==> src/rtl/rv_mem_arbiter_if.sv <==
// rv_mem request channel: op encoding package and valid/ready interface.
// Ports: valid, ready, block, op, addr, data; modport in (sink), out (source).
package rv_mem_pkg;
  localparam logic RV_MEM_READ  = 1'b0;
  localparam logic RV_MEM_WRITE = 1'b1;
endpackage

interface rv_mem_intf #(
  parameter int DATA_WIDTH = 32,
  parameter int ADDR_WIDTH = 10
);
  logic                  valid;
  logic                  ready;
  logic                  block;
  logic                  op;
  logic [ADDR_WIDTH-1:0] addr;
  logic [DATA_WIDTH-1:0] data;

  modport in  (input  valid, block, op, addr, data, output ready);
  modport out (output valid, block, op, addr, data, input  ready);
endinterface

==> src/rtl/rv_mem_arbiter.sv <==
// Round-robin two-requester memory arbiter with lock and in-order read routing.
// Ports: clk, rst, req0/req1 (in), mem (out), mem_rsp_*, rsp0_*/rsp1_*, rsp_error.
module rv_mem_arbiter
  import rv_mem_pkg::*;
#(
  parameter int DATA_WIDTH = 32,
  parameter int ADDR_WIDTH = 10,
  parameter int TAG_DEPTH  = 4
) (
  input  logic                  clk,
  input  logic                  rst,
  rv_mem_intf.in                req0,
  rv_mem_intf.in                req1,
  rv_mem_intf.out               mem,
  input  logic                  mem_rsp_valid,
  output logic                  mem_rsp_ready,
  input  logic [DATA_WIDTH-1:0] mem_rsp_data,
  output logic                  rsp0_valid,
  output logic                  rsp1_valid,
  input  logic                  rsp0_ready,
  input  logic                  rsp1_ready,
  output logic [DATA_WIDTH-1:0] rsp0_data,
  output logic [DATA_WIDTH-1:0] rsp1_data,
  output logic                  rsp_error
);

  localparam int CW = $clog2(TAG_DEPTH + 1);
  localparam int PW = (TAG_DEPTH > 1) ? $clog2(TAG_DEPTH) : 1;

  logic                  r_valid;
  logic                  r_block;
  logic                  r_op;
  logic [ADDR_WIDTH-1:0] r_addr;
  logic [DATA_WIDTH-1:0] r_data;

  logic                  r_ptr;
  logic                  r_lock;
  logic                  r_owner;
  logic                  r_error;

  logic [TAG_DEPTH-1:0]  r_tag;
  logic [PW-1:0]         r_wr;
  logic [PW-1:0]         r_rd;
  logic [CW-1:0]         r_cnt;

  logic                  w_full;
  logic                  w_empty;
  logic                  w_can_load;
  logic                  w_elig0;
  logic                  w_elig1;
  logic                  w_gnt0;
  logic                  w_gnt1;
  logic                  w_rdy0;
  logic                  w_rdy1;
  logic                  w_acc;
  logic                  w_id;
  logic                  w_acc_op;
  logic                  w_acc_blk;
  logic [ADDR_WIDTH-1:0] w_acc_addr;
  logic [DATA_WIDTH-1:0] w_acc_data;
  logic                  w_push;
  logic                  w_pop;
  logic                  w_head;

  function automatic logic [PW-1:0] nxt(input logic [PW-1:0] p);
    return (p == PW'(TAG_DEPTH - 1)) ? '0 : p + PW'(1);
  endfunction

  // Full is the pre-pop view, so a same-cycle pop never admits a read.
  assign w_full     = (r_cnt == CW'(TAG_DEPTH));
  assign w_empty    = (r_cnt == '0);
  assign w_can_load = ~r_valid | mem.ready;

  assign w_elig0 = req0.valid & ((req0.op == RV_MEM_WRITE) | ~w_full);
  assign w_elig1 = req1.valid & ((req1.op == RV_MEM_WRITE) | ~w_full);

  always_comb begin
    w_gnt0 = 1'b0;
    w_gnt1 = 1'b0;
    if (r_lock) begin
      w_gnt0 = ~r_owner & w_elig0;
      w_gnt1 = r_owner & w_elig1;
    end else if (w_elig0 & w_elig1) begin
      w_gnt0 = ~r_ptr;
      w_gnt1 = r_ptr;
    end else begin
      w_gnt0 = w_elig0;
      w_gnt1 = w_elig1;
    end
  end

  assign w_rdy0     = ~rst & w_can_load & w_gnt0;
  assign w_rdy1     = ~rst & w_can_load & w_gnt1;
  assign req0.ready = w_rdy0;
  assign req1.ready = w_rdy1;

  // A ready is only raised toward an eligible (valid) requester.
  assign w_acc      = w_rdy0 | w_rdy1;
  assign w_id       = w_rdy1;
  assign w_acc_op   = w_id ? req1.op    : req0.op;
  assign w_acc_blk  = w_id ? req1.block : req0.block;
  assign w_acc_addr = w_id ? req1.addr  : req0.addr;
  assign w_acc_data = w_id ? req1.data  : req0.data;

  always_ff @(posedge clk) begin
    if (rst) begin
      r_valid <= 1'b0;
    end else if (w_can_load) begin
      r_valid <= w_acc;
    end
  end

  always_ff @(posedge clk) begin
    if (w_can_load & w_acc) begin
      r_op    <= w_acc_op;
      r_block <= w_acc_blk;
      r_addr  <= w_acc_addr;
      r_data  <= w_acc_data;
    end
  end

  assign mem.valid = r_valid;
  assign mem.op    = r_op;
  assign mem.block = r_block;
  assign mem.addr  = r_addr;
  assign mem.data  = r_data;

  always_ff @(posedge clk) begin
    if (rst) begin
      r_ptr   <= 1'b0;
      r_lock  <= 1'b0;
      r_owner <= 1'b0;
    end else if (w_acc) begin
      r_ptr <= ~w_id;
      if (w_acc_blk) begin
        r_lock  <= 1'b1;
        r_owner <= w_id;
      end else if (r_lock & (r_owner == w_id)) begin
        r_lock <= 1'b0;
      end
    end
  end

  assign w_push = w_acc & (w_acc_op == RV_MEM_READ);
  assign w_head = r_tag[r_rd];

  assign mem_rsp_ready = w_empty | (w_head ? rsp1_ready : rsp0_ready);
  assign w_pop         = mem_rsp_valid & mem_rsp_ready & ~w_empty;

  always_ff @(posedge clk) begin
    if (rst) begin
      r_wr  <= '0;
      r_rd  <= '0;
      r_cnt <= '0;
    end else begin
      if (w_push) r_wr <= nxt(r_wr);
      if (w_pop)  r_rd <= nxt(r_rd);
      if (w_push & ~w_pop) r_cnt <= r_cnt + CW'(1);
      if (~w_push & w_pop) r_cnt <= r_cnt - CW'(1);
    end
  end

  always_ff @(posedge clk) begin
    if (w_push) r_tag[r_wr] <= w_id;
  end

  always_ff @(posedge clk) begin
    if (rst) begin
      r_error <= 1'b0;
    end else if (mem_rsp_valid & w_empty) begin
      r_error <= 1'b1;
    end
  end

  assign rsp_error  = r_error;
  assign rsp0_valid = ~rst & ~w_empty & ~w_head & mem_rsp_valid;
  assign rsp1_valid = ~rst & ~w_empty & w_head & mem_rsp_valid;
  assign rsp0_data  = mem_rsp_data;
  assign rsp1_data  = mem_rsp_data;

endmodule

==> src/flat_wrapper.sv <==
// flat-port wrapper written by rule: the top's interface ports become plain ports
module rv_mem_arbiter_flat import rv_mem_pkg::*;
#(
  parameter int DATA_WIDTH = 32,
  parameter int ADDR_WIDTH = 10,
  parameter int TAG_DEPTH  = 4
)
  (clk, rst, mem_rsp_valid, mem_rsp_ready, mem_rsp_data, rsp0_valid, rsp1_valid, rsp0_ready, rsp1_ready, rsp0_data, rsp1_data, rsp_error, req0_valid, req0_block, req0_op, req0_addr, req0_data, req0_ready, req1_valid, req1_block, req1_op, req1_addr, req1_data, req1_ready, mem_valid, mem_block, mem_op, mem_addr, mem_data, mem_ready);
  rv_mem_intf #(.DATA_WIDTH(DATA_WIDTH), .ADDR_WIDTH(ADDR_WIDTH)) req0_i ();
  rv_mem_intf #(.DATA_WIDTH(DATA_WIDTH), .ADDR_WIDTH(ADDR_WIDTH)) req1_i ();
  rv_mem_intf #(.DATA_WIDTH(DATA_WIDTH), .ADDR_WIDTH(ADDR_WIDTH)) mem_i ();
  input  logic clk;
  input  logic rst;
  input  logic mem_rsp_valid;
  output logic mem_rsp_ready;
  input  logic [DATA_WIDTH-1:0] mem_rsp_data;
  output logic rsp0_valid;
  output logic rsp1_valid;
  input  logic rsp0_ready;
  input  logic rsp1_ready;
  output logic [DATA_WIDTH-1:0] rsp0_data;
  output logic [DATA_WIDTH-1:0] rsp1_data;
  output logic rsp_error;
  input wire logic [$bits(req0_i.valid)-1:0] req0_valid;
  input wire logic [$bits(req0_i.block)-1:0] req0_block;
  input wire logic [$bits(req0_i.op)-1:0] req0_op;
  input wire logic [$bits(req0_i.addr)-1:0] req0_addr;
  input wire logic [$bits(req0_i.data)-1:0] req0_data;
  output wire logic [$bits(req0_i.ready)-1:0] req0_ready;
  input wire logic [$bits(req1_i.valid)-1:0] req1_valid;
  input wire logic [$bits(req1_i.block)-1:0] req1_block;
  input wire logic [$bits(req1_i.op)-1:0] req1_op;
  input wire logic [$bits(req1_i.addr)-1:0] req1_addr;
  input wire logic [$bits(req1_i.data)-1:0] req1_data;
  output wire logic [$bits(req1_i.ready)-1:0] req1_ready;
  output wire logic [$bits(mem_i.valid)-1:0] mem_valid;
  output wire logic [$bits(mem_i.block)-1:0] mem_block;
  output wire logic [$bits(mem_i.op)-1:0] mem_op;
  output wire logic [$bits(mem_i.addr)-1:0] mem_addr;
  output wire logic [$bits(mem_i.data)-1:0] mem_data;
  input wire logic [$bits(mem_i.ready)-1:0] mem_ready;
  assign req0_i.valid = req0_valid;
  assign req0_i.block = req0_block;
  assign req0_i.op = req0_op;
  assign req0_i.addr = req0_addr;
  assign req0_i.data = req0_data;
  assign req0_ready = req0_i.ready;
  assign req1_i.valid = req1_valid;
  assign req1_i.block = req1_block;
  assign req1_i.op = req1_op;
  assign req1_i.addr = req1_addr;
  assign req1_i.data = req1_data;
  assign req1_ready = req1_i.ready;
  assign mem_valid = mem_i.valid;
  assign mem_block = mem_i.block;
  assign mem_op = mem_i.op;
  assign mem_addr = mem_i.addr;
  assign mem_data = mem_i.data;
  assign mem_i.ready = mem_ready;
  rv_mem_arbiter #(.DATA_WIDTH(DATA_WIDTH), .ADDR_WIDTH(ADDR_WIDTH), .TAG_DEPTH(TAG_DEPTH)) u_core (.clk(clk), .rst(rst), .req0(req0_i), .req1(req1_i), .mem(mem_i), .mem_rsp_valid(mem_rsp_valid), .mem_rsp_ready(mem_rsp_ready), .mem_rsp_data(mem_rsp_data), .rsp0_valid(rsp0_valid), .rsp1_valid(rsp1_valid), .rsp0_ready(rsp0_ready), .rsp1_ready(rsp1_ready), .rsp0_data(rsp0_data), .rsp1_data(rsp1_data), .rsp_error(rsp_error));
endmodule
==> config.mk <==
export PLATFORM = sky130hd
export DESIGN_NAME = rv_mem_arbiter_flat
export DESIGN_NICKNAME = d
export VERILOG_FILES = /design/src/rtl/rv_mem_arbiter_if.sv /design/src/rtl/rv_mem_arbiter.sv /design/src/flat_wrapper.sv
export SDC_FILE = /design/constraint.sdc
export NUM_CORES = 1
export LEC_CHECK = 0
export ABC_AREA = 1
export CORE_ASPECT_RATIO = 1.4
export CORE_MARGIN = 4
export CORE_UTILIZATION = 37
export CTS_CLUSTER_DIAMETER = 200
export DETAILED_ROUTE_END_ITERATION = 6
export HOLD_SLACK_MARGIN = 0.08
export PLACE_DENSITY_LB_ADDON = 0.3
export SYNTH_ARGS = -nofsm -noshare
export SYNTH_HDL_FRONTEND = slang
export SYNTH_SLANG_ARGS = --single-unit
export TNS_END_PERCENT = 100
==> constraint.sdc <==
create_clock -name clk -period 8.9 [get_ports clk]
set_clock_uncertainty 0.15 [all_clocks]
set_input_delay 2.67 -clock clk [delete_from_list [all_inputs] [get_ports clk]]
set_output_delay 2.67 -clock clk [all_outputs]
set_load 0.05 [all_outputs]
==> results of run 1 <==
## final cells by class
class	count	area (sq um)
Fill cell	758	3980
Sequential cell	60	1680
Timing Repair Buffer	147	1470
Multi-Input combinational cell	213	973
Clock buffer	14	254
Tap cell	105	131
Inverter	23	88.8
Clock inverter	2	35.0
## worst paths after layout
kind | cells after the start | to | startpoint | slack [ns]
max | 7 | req1_ready | rst | 1.06
min | 1 | u_core.rsp_error | u_core.rsp_error | 0.31
max reg2reg | 15 | u_core.r_cnt[2] | u_core.r_cnt[0] | 5.56
min reg2reg | 1 | u_core.rsp_error | u_core.rsp_error | 0.31
## logic make-up (layout without fill, tap and decap cells)
family / after synthesis / in the layout / share of synthesized area [%]
AO/OA/AOI/OAI: 23 / 23 / 3.92
adder cells (fa/ha/maj): 7 / 7 / 2.89
buffers and inverters: 97 / 186 / 19.3
flip-flops: 60 / 60 / 51.1
AND/OR/NAND/NOR: 183 / 183 / 22.8
## flip-flops by register name, summed over array words and instances, names as in the netlist
signal	count
u_core.mem.valid	1
u_core.mem.op	1
u_core.r_lock	1
u_core.r_tag	4
u_core.mem.data	32
u_core.r_ptr	1
u_core.rsp_error	1
u_core.r_rd	2
u_core.r_owner	1
u_core.mem.addr	10
u_core.mem.block	1
u_core.r_wr	2
u_core.r_cnt	3
## stage by stage
stage | setup slack, ns | instances | cell area, sq um
after detailed placement | 1.04 | 548 | 4340
after global routing | 0.907 | 564 | 4630
after floorplan | 2.44 | 370 | 3290
after global placement | 1.07 | 548 | 4340
final | 1.06 | 564 | 4630
after CTS | 1.04 | 564 | 4630
## power breakdown
part           leakage, nW  total (mW)  internal (mW)  switching, mW
Combinational         1.22       0.293          0.110          0.183
Sequential           0.554       0.359          0.345         0.0144
Clock                0.141       0.338          0.224          0.114
## per-layer routing
layer | wire (um) | GRT usage [%] | vias to the layer above
met5 | 0 | 0 | -
met1 | 2980 | 16.2 | 1147
met3 | 764 | 3.50 | 63
met4 | 469 | 12.9 | 0
met2 | 4080 | 25.1 | 111
li1 | - | - | 1274
## cell usage in the layout (no fill, tap or decap), drive strengths merged
master,n
o21a,1
a21oi,13
nand2,153
fa,1
inv,23
clkinv,1
edfxtp,48
nor2,22
nand3,7
ha,6
clkdlybuf4s50,146
nor3,1
o21ai,9
clkbuf,14
buf,1
dfxtp,12
bufinv,1
==> summary.md, run 1 <==
| Metric | Value |
|---|---|
| Max FO, Critical Path | `slightly below 50` |
| HPWL after DPL | `between 6000 and 7000 um` |
| Final Setup Violations | `0` |
| Most frequent cell after synthesis | `nand2_1` |
| Total gr overflow | `0` |
| Initial antenna violation count | `0` |
| Pin count of the biggest net entering global routing | `50` |
| First-pass GRT wire length | `roughly 12000 um` |
| Final Max Tran Viols | `0` |
| Fmax | `about 0.13 GHz` |
| Yosys top cell area share | `between 40% and 50%` |
| Detailed Routing Iterations Pass 1 | `4` |
| GRT Overall Usage | `between 10% and 20%` |
| Cell Pwr Density | `214 mW/mm^2` |
| Clock root buffer | `clkbuf_16` |
| Peak VDD IR | `0.105 mV` |
| Synth Flop Type | `edfxtp_1` |
| Startpoint Class | `input port` |
| Area leader, netlist | `edfxtp_1` |
| Leak pwr | `around 1.9 nW` |
| Clk sinks | `60` |
| Resize count post-CTS | `0` |
| FF+latch count, synth | `60` |
| Hold_ws | `0.314 ns` |
| Largest cells by area after synthesis | `edfxtp_1, nand2_1, buf_4` |
| Commonest cells post-synth | `nand2_1, buf_4, edfxtp_1` |
| Worst Path Required | `6.08 ns` |
| Rows | `40` |
| Antenna Nets Post-Route | `0` |
| Run status | `complete, no violations` |
| Routability cong. | `roughly 0.76` |
| Synth warn | `0` |
| TritonCTS clock tree | `done` |
| Clock buffer count from CTS | `9` |
| Most common cell type on the critical path | `clkdlybuf4s50_1` |
| Clk_lat worst skew | `0.32 ns` |
| Syn nets | `roughly 510` |
| Number of flops mapped to enable cells by yosys | `48` |
| Nets | `589` |
| Slew of the pin with the lowest slew margin | `~0.67 ns` |
| Period utilization | `around 88%` |
| Post-layout util | `53.8%` |
| Yosys cell types | `27` |
| DR vias | `about 2600` |
| Critical path endpoint category | `primary output` |
| Layout area overhead | `40.8%` |
| Endpoints failing hold | `0` |
| Vias in the first global route | `2442` |
| Die area | `0.0105 sq mm` |
| CP max-delay cell | `clkdlybuf4s50_1` |
| Post-route minimum period | `7.84 ns` |
| I/O pin cnt | `roughly 240` |
| Buffers on Ports | `146` |
| DRC Markers | `0` |
| Critical path buffers and inverters | `3` |
| Routed WL | `8290 um` |
| Antenna Diode Count | `0` |
| DR vias/cell | `4.60` |
| Tightest Hold Check Type | `register to register` |
| Drt wl/cell | `between 10 and 15 um` |
| Post-CTS setup buffers | `0` |
| Hold_buf cts | `0` |
| Syn avg cell area | `approximately 8.9 sq um` |
| Total chip power | `0.990 mW` |
| RSZ-0062 raised after global routing | `false` |
| Core area | `~0.0086 sq mm` |
| Async set-reset flop share out of synthesis | `0%` |
| Die Wd | `slightly below 90 um` |
| Mapped cell area | `0.00329 sq mm` |
| Share of layout cells above drive strength 1 | `6.75%` |
| Largest delay contributor family on the critical path | `buffers and inverters` |
| Max-Cap Viols | `0` |
| Starting Density | `38.2%` |
| Htree depth | `3` |
| Delay of the slowest cell on the worst path | `~0.9 ns` |
| Seq/Total Area, Yosys | `51.1%` |
| Arrival @ worst endpoint | `5.02 ns` |
| Die height | `120 um` |
| CP cell instances | `clkdlybuf4s50_1, nor2_2, o21ai_2, nor2_4, nand2_4, inv_4, clkdlybuf4s50_1` |
| Max Buffers Root-to-Sink | `2` |
| DR iter-0 viols | `82` |
| Reg clk slew, reported paths | `0.05 ns` |
| Post-Route Setup TNS | `0 ns` |
| Synth Instances | `370` |
| Crit Path Class | `input port to primary output` |
| Max-slew headroom | `55.0%` |
No activity file was read; power rests on OpenSTA's default activity.
==> inputs of run 2 (changes only) <==
ABC_CLOCK_PERIOD_IN_PS = 8900   (was default)
==> results of run 2 <==
Same layout as run 1: the final DEF is identical, and so are final timing and power.
==> edit: new RTL, config.mk and constraints of run 2 <==
`DATA_WIDTH` is set to 32 in 3 places; all go to 28.
--- a/src/rtl/rv_mem_arbiter_if.sv
+++ b/src/rtl/rv_mem_arbiter_if.sv
@@ -7,5 +7,5 @@
 
 interface rv_mem_intf #(
-  parameter int DATA_WIDTH = 32,
+  parameter int DATA_WIDTH = 28,
   parameter int ADDR_WIDTH = 10
 );
--- a/src/rtl/rv_mem_arbiter.sv
+++ b/src/rtl/rv_mem_arbiter.sv
@@ -4,5 +4,5 @@
   import rv_mem_pkg::*;
 #(
-  parameter int DATA_WIDTH = 32,
+  parameter int DATA_WIDTH = 28,
   parameter int ADDR_WIDTH = 10,
   parameter int TAG_DEPTH  = 4
--- a/src/flat_wrapper.sv
+++ b/src/flat_wrapper.sv
@@ -2,5 +2,5 @@
 module rv_mem_arbiter_flat import rv_mem_pkg::*;
 #(
-  parameter int DATA_WIDTH = 32,
+  parameter int DATA_WIDTH = 28,
   parameter int ADDR_WIDTH = 10,
   parameter int TAG_DEPTH  = 4
Ports: changed (6 resized); port bits go from 243 to 219. The function was not compared with the original's and may differ.
==> edit against run 2 <==
  * Final area decreased by 8.8%
  * Sequential cell count fell by 4
  * Sequential share of layout area increased by 0.66 points
  * Via count fell by 7.5%
  * Setup slack better by 0.23 ns
  * Largest cell class unchanged
  * Register-to-register slack worse by 0.04 ns
  * Highest routed layer unchanged
  * Synthesized area shrank 5.8%
  * Routed wire length is essentially flat
  * Cell count down 6.9%
  * Clock power shrank 44%
  * Total power decreased by 19%
  * Critical path type unchanged
==> edit: results (changes against run 2) <==
STA
  • Period Utilization, post-route: 85.49% (-2.6 points)

Clocking
  • Clock edge transition at the registers on the reported setup and hold paths: 0.07 ns (+0.02 ns)
  • Number of CTS-inserted buffers: 5 (-4)

Place
  • Placed wire-length estimate after detailed placement: 6278 microns (+2.4%)
  • Gpl congestion: 0.8030 (+5.9%)
  • Placed cell area: 4086 sq um (-5.9%)
  • Cell Count Post-Placement: 517 (-5.7%)
  • IO Port Bufs: 134 (-8.2%)
  • Post-placement setup slack: 1.285 ns (+0.2459 ns)

Final layout
  • Flip-flop count of the largest register after layout: 28 (-13%)
  • Net count, final: 545 (-7.5%)
  • Share of cells above drive strength 1: 5.437% (-1.3 points)
  • Fill cell instance count of the final layout: 751 (-0.92%)

Yosys
  • Post-synth EDFFs: 44 (-8.3%)
  • Average instance area after synthesis: 8.983 sq um (+1.0%)
  • Synth cell count leaders: sky130_fd_sc_hd__nand2_1, sky130_fd_sc_hd__buf_4, sky130_fd_sc_hd__edfxtp_1, sky130_fd_sc_hd__inv_1, sky130_fd_sc_hd__nor2_1
  • Top area cells in the synthesized netlist: sky130_fd_sc_hd__edfxtp_1, sky130_fd_sc_hd__nand2_1, sky130_fd_sc_hd__buf_4
  • Number of nets produced by synthesis: 468 (-7.3%)
  • Sequential area share after synthesis: 50.38% (-0.72 points)

Pwr
  • Share of total power consumed by net switching: 34.41% (+3.0 points)
  • Peak ir drop on the vdd network: 0.08660 mV (-17%)
  • Power Sequential: 335 uW (-6.7%)
  • Switching power of the nets: 276.5 uW (-11%)

Run status
  • Result of the run: complete, no violations

Detailed routing
  • Wire length on met2: 3924 microns (-3.8%)
  • Met3 WL: 949 microns (+24%)

GRT
  • Met3 global-route usage: 4.940% (+1.4 points)
  • Overall global routing resource usage: 16.34% (+1.0 points)
==> edit: cells by family after synthesis <==
kind of cell	Yosys count	synth area share [%]
AOI/OAI and AO/OA	23	4.279
adders and majority gates	7	3.068
buffers and inverters	88	18.65
DFF	56	50.38
and+or+nand+nor	171	23.62
==> edit: cell type report <==
class / instances / area, sq um / share of cell area [%]
flip-flops and latches: 56 / 1562 / 36.96
repair buffers: 135 / 1349 / 31.92
multi-input cells: 201 / 959.7 / 22.71
well taps: 102 / 127.6 / 3.020
clock buffers: 5 / 125.1 / 2.961
inverters: 23 / 88.84 / 2.102
clock inverters: 3 / 13.76 / 0.3257
==> edit: how the worst max path moves through the flow <==
| stage | endpoint | start |
|---|---|---|
| after global placement | req1_ready | rst |
| after global routing | req1_ready | rst |
| after CTS | req1_ready | rst |
| after detailed placement | req1_ready | rst |
| after floorplan | rsp0_valid | rst |
| final | req1_ready | rst |
